<file path="config.mk">
export PLATFORM = sky130hd
export DESIGN_NAME = bit_divider
export DESIGN_NICKNAME = d
export VERILOG_FILES = /design/src/rtl/bit_divider.sv
export SDC_FILE = /design/constraint.sdc
export NUM_CORES = 1
export LEC_CHECK = 0
export CAP_MARGIN = 20
export CORE_UTILIZATION = 40
export CTS_BUF_LIST = sky130_fd_sc_hd__clkbuf_4 sky130_fd_sc_hd__clkbuf_8
export DETAILED_ROUTE_END_ITERATION = 7
export DONT_BUFFER_PORTS = 1
export GPL_ROUTABILITY_DRIVEN = 0
export PLACE_DENSITY = 0.62
export REMOVE_ABC_BUFFERS = 1
export SETUP_SLACK_MARGIN = 0.3
export SYNTH_ARGS = -nofsm -noshare
export SYNTH_HDL_FRONTEND = slang
export SYNTH_SLANG_ARGS = --single-unit
</file>
<file path="constraint.sdc">
create_clock -name clk -period 1.7 [get_ports clk]
set_clock_uncertainty 0.15 [all_clocks]
set_input_delay 0.085 -clock clk [delete_from_list [all_inputs] [get_ports clk]]
set_output_delay 0.085 -clock clk [all_outputs]
set_load 0.05 [all_outputs]
</file>
<file path="src/rtl/bit_divider.sv">
// bit_divider: 8-by-4 unsigned restoring divider, one quotient bit per clock.
// Define BIT_DIVIDER_ZERO_FAST_EN to finish B=0 requests without the RUN phase.
module bit_divider (
   input  logic       clk,
   input  logic       rst,
   input  logic       start,
   input  logic [7:0] P,
   input  logic [3:0] B,
   output logic       ready,
   output logic       done,
   output logic [7:0] Q,
   output logic [3:0] R,
   output logic       div_zero,
   output logic       ovf
);
   localparam logic [1:0] IDLE = 2'd0, RUN = 2'd1, DONE = 2'd2;
   logic [1:0] st;
   logic [7:0] dvd, nq;
   logic [6:0] qt;
   logic [3:0] dvs, rem, nrem;
   logic [4:0] sh;
   logic [2:0] cnt;
   logic       qb;
   always_comb begin
      sh   = {rem, dvd[7]};
      qb   = sh >= {1'b0, dvs};
      nrem = qb ? sh[3:0] - dvs : sh[3:0];
      nq   = {qt, qb};
   end
   assign ready = st == IDLE;
   assign done  = st == DONE;
   always_ff @(posedge clk or posedge rst)
      if (rst) begin
         st       <= IDLE;
         dvd      <= '0;
         dvs      <= '0;
         rem      <= '0;
         qt       <= '0;
         cnt      <= '0;
         Q        <= '0;
         R        <= '0;
         div_zero <= 1'b0;
         ovf      <= 1'b0;
      end else
         case (st)
            IDLE: if (start) begin
`ifdef BIT_DIVIDER_ZERO_FAST_EN
               if (B == 4'd0) begin
                  st       <= DONE;
                  Q        <= 8'hFF;
                  R        <= P[3:0];
                  div_zero <= 1'b1;
                  ovf      <= 1'b1;
               end else begin
                  st  <= RUN;
                  dvd <= P;
                  dvs <= B;
                  rem <= '0;
                  qt  <= '0;
                  cnt <= '0;
               end
`else
               st  <= RUN;
               dvd <= P;
               dvs <= B;
               rem <= '0;
               qt  <= '0;
               cnt <= '0;
`endif
            end
            RUN: begin
               dvd <= {dvd[6:0], 1'b0};
               rem <= nrem;
               qt  <= nq[6:0];
               cnt <= cnt + 3'd1;
               // B=0 needs no special case: every step subtracts zero, giving Q=FF, R=P[3:0]
               if (cnt == 3'd7) begin
                  st       <= DONE;
                  Q        <= nq;
                  R        <= nrem;
                  div_zero <= dvs == 4'd0;
                  ovf      <= |nq[7:4];
               end
            end
            default: st <= IDLE;
         endcase
endmodule

</file>
==> flow_summary.toml <==
[synth]
avgSynthCellArea_sq_um = 11.3
synth_cell_types = 29
synth_area_sq_um = 1840
yosys_warnings = 0
yosysSeqAreaShare = 0.573
ys_ff_latch = 42
syn_inst = 163

[sta]
drv_slew = 0
period_minus_slack_ns = 1.89
max_freq_ghz = 0.528
finalHoldViolCount = 0
worstMarginPinSlew_ns = 0.544
period_share = 1.11
rsz0062_at_grt = "true"
setup_viol = 10
fin_tns_setup_ns = -1.16
slew-limit-headroom = 0.637
hold_slack_ns = 0.0523
setup_slack_ns = -0.194

[pwr]
p_switching_mw = 2.42
total_leakage_power_nw = 1.29
peakVddDrop_mv = 1.12
power_density_nw_per_um2 = 2210
combPwrFrac = 0.532
p_int_mw = 3.68
power_frac_clock = 0.160
power.total_mw = 6.10
p_sw_frac = 0.397
p_seq_frac = 0.308

[route]
firstDrtPassIters = 4
drtIter0Drc = 41
wl_um = 4300
wl_per_cell_um = 15.7
viasPerCell = 5.27
route.detailed.drc = 0
vias = 1439
antenna_left = 0

[finish]
drive_gt1_frac = 0.380
layout.nets = 242
utilization = 0.629
final_common_cell = "dfrtp_1"
syn2layout_area_growth_pct = 50.2
insertedDiodeCount = 0
layout_common_cells = "dfrtp_1, buf_4, nand2_1"
final_cells = 273
postLayoutCellArea_sq_um = 2760

[run_status]
status = "complete, but fails checks"
violations = "negative setup slack"

[placed_design]
portBuffers = 0
dp_cells = 236
hpwl_um = 2670
placed_area_sq_um = 2110
preCtsSetupSlack_ns = -0.302

[clock_tree]
cts.reportedPaths.clkPinSlew_ns = 0.08
clockBufferDepth = 2
cts_tree = "done"
htree_levels = 2
cts.sinks = 42
numCtsBuffers = 5
clockRootBuffer = "clkbuf_8"
clk-insertion-delay-late_ns = 0.30

[floorplan]
core_sq_um = 4380
die_area_sq_um = 4860
die_w_um = 69.7
die_h_um = 69.7
io_pins = 31
rows = 24
start_util = 0.419

[worst_setup_path]
critPathCaptureType = "flip-flop"
crit_slowest_cell = "dfrtp_1"
critPathTopFamily = "compound AO/OA/AOI/OAI gates"
worstPathMaxFanout = 4
worstSetupStartpointType = "flip-flop"
cpPeakStageDelay_ns = 0.42
critical_path_buf_inv_count = 0
worst-setup-path-type = "flip-flop to flip-flop"
cp_data_required_time_ns = 1.77
cp.arrival_ns = 1.96
worstPathCellList = "ha_4, nand2b_4, a211oi_4, o21ai_2, mux2_2, o21ai_0"

[global_routing]
grt_pass1_wl_um = 7260
gr-total-overflow = 0
grt_max_degree = 43
grt_pass1_vias = 1553
antenna_found_initial = 0
grt_util_all_layers = 0.196

[flow_run]
drv_cap = 0

[min_path]
hold_class = "primary input to flip-flop"
## registers in the layout, summed over array words and instances (netlist names)
signal	cells
dvd	8
div_zero	1
st	2
dvs	4
R	4
rem	4
qt	7
ovf	1
cnt	3
Q	8
## worst paths after layout
kind	start	to	slack, ns	cells past startpoint
hold / removal	start	qt[0]$_DFFE_PP0P_	0.05	3
hold reg to reg	dvd[4]$_DFFE_PP0P_	dvd[5]$_DFFE_PP0P_	0.34	2
min in group asynchronous	rst	dvd[4]$_DFFE_PP0P_	0.21	3
setup / recovery	dvs[0]$_DFFE_PP0P_	R[0]$_DFFE_PP0P_	-0.19	6
setup reg to reg	dvs[0]$_DFFE_PP0P_	R[0]$_DFFE_PP0P_	-0.19	6
max in group asynchronous	rst	dvd[1]$_DFFE_PP0P_	0.81	3
## worst register-to-register path, delay by kind of cell (launching register included)
kind	cells	cell delay [ns]
AOI/OAI and AO/OA	3	0.46
DFF	1	0.42
muxes	1	0.38
adders and majority gates	1	0.28
and+or+nand+nor	1	0.13
## final cells by class
class / count / area, sq um
Timing Repair Buffer: 57 / 582
Inverter: 8 / 30.0
Multi-Input combinational cell: 106 / 886
Clock buffer: 6 / 82.6
Clock inverter: 2 / 60.1
Fill cell: 347 / 1630
Sequential cell: 42 / 1050
Tap cell: 52 / 65.1
## logic make-up (layout without fill, tap and decap cells)
| kind of cell | after synthesis | count (layout) | synth area share |
|---|---|---|---|
| flip-flops | 42 | 42 | 0.573 |
| AND/OR/NAND/NOR | 41 | 41 | 0.101 |
| AO/OA/AOI/OAI | 40 | 40 | 0.138 |
| multiplexers | 17 | 17 | 0.0988 |
| buffers and inverters | 15 | 73 | 0.0327 |
| adder cells (fa/ha/maj) | 7 | 7 | 0.0518 |
| XOR/XNOR | 1 | 1 | 0.00477 |
## layer usage
layer / GRT usage / part of all wire / routed length (um)
met5: 0 / 0 / 0
met4: 0.100 / 0.031 / 132
met2: 0.329 / 0.51 / 2190
met3: 0.0392 / 0.028 / 120
met1: 0.238 / 0.43 / 1850
## cells in the mapped netlist, drive strengths merged
cell type | count | share of area
nand3b | 1 | 0.0041
mux2 | 9 | 0.055
o22ai | 1 | 0.0034
or4 | 1 | 0.0041
o31ai | 2 | 0.0082
nor2b | 1 | 0.0034
and2 | 1 | 0.0034
clkbuf | 4 | 0.0082
xor2 | 1 | 0.0048
ha | 6 | 0.041
nand2b | 2 | 0.0068
a211oi | 1 | 0.0068
nand2 | 25 | 0.051
mux2i | 8 | 0.044
dfrtp | 42 | 0.57
a211o | 1 | 0.0048
o21bai | 1 | 0.0041
and2b | 1 | 0.0041
nor4 | 1 | 0.0034
a21oi | 3 | 0.0082
fa | 1 | 0.011
and3b | 1 | 0.0048
nor3 | 2 | 0.0055
o21ai | 22 | 0.060
buf | 3 | 0.0082
nor2 | 5 | 0.010
a22o | 9 | 0.043
inv | 8 | 0.016
## repair_timing
item                                   4_1_cts  5_1_grt
gates cloned                                 2        0
setup endpoints to repair                   30       41
pin swaps                                   14       10
setup buffers                               10        3
resized for setup                           42       26
hold buffers                                13        1
endpoints found under the hold margin       54        1
## power by group through the flow
stage | registers, mW | clock network, mW | logic [mW]
2_1_floorplan | 2.17 | 0 | 1.27
3_3_place_gp | 1.84 | 0 | 2.32
3_5_place_dp | 1.87 | 0 | 2.44
4_1_cts | 1.88 | 0.992 | 3.06
5_1_grt | 1.94 | 1.02 | 3.53
6_report | 1.88 | 0.974 | 3.24
Note: power is estimated with default switching activity, not from simulation.
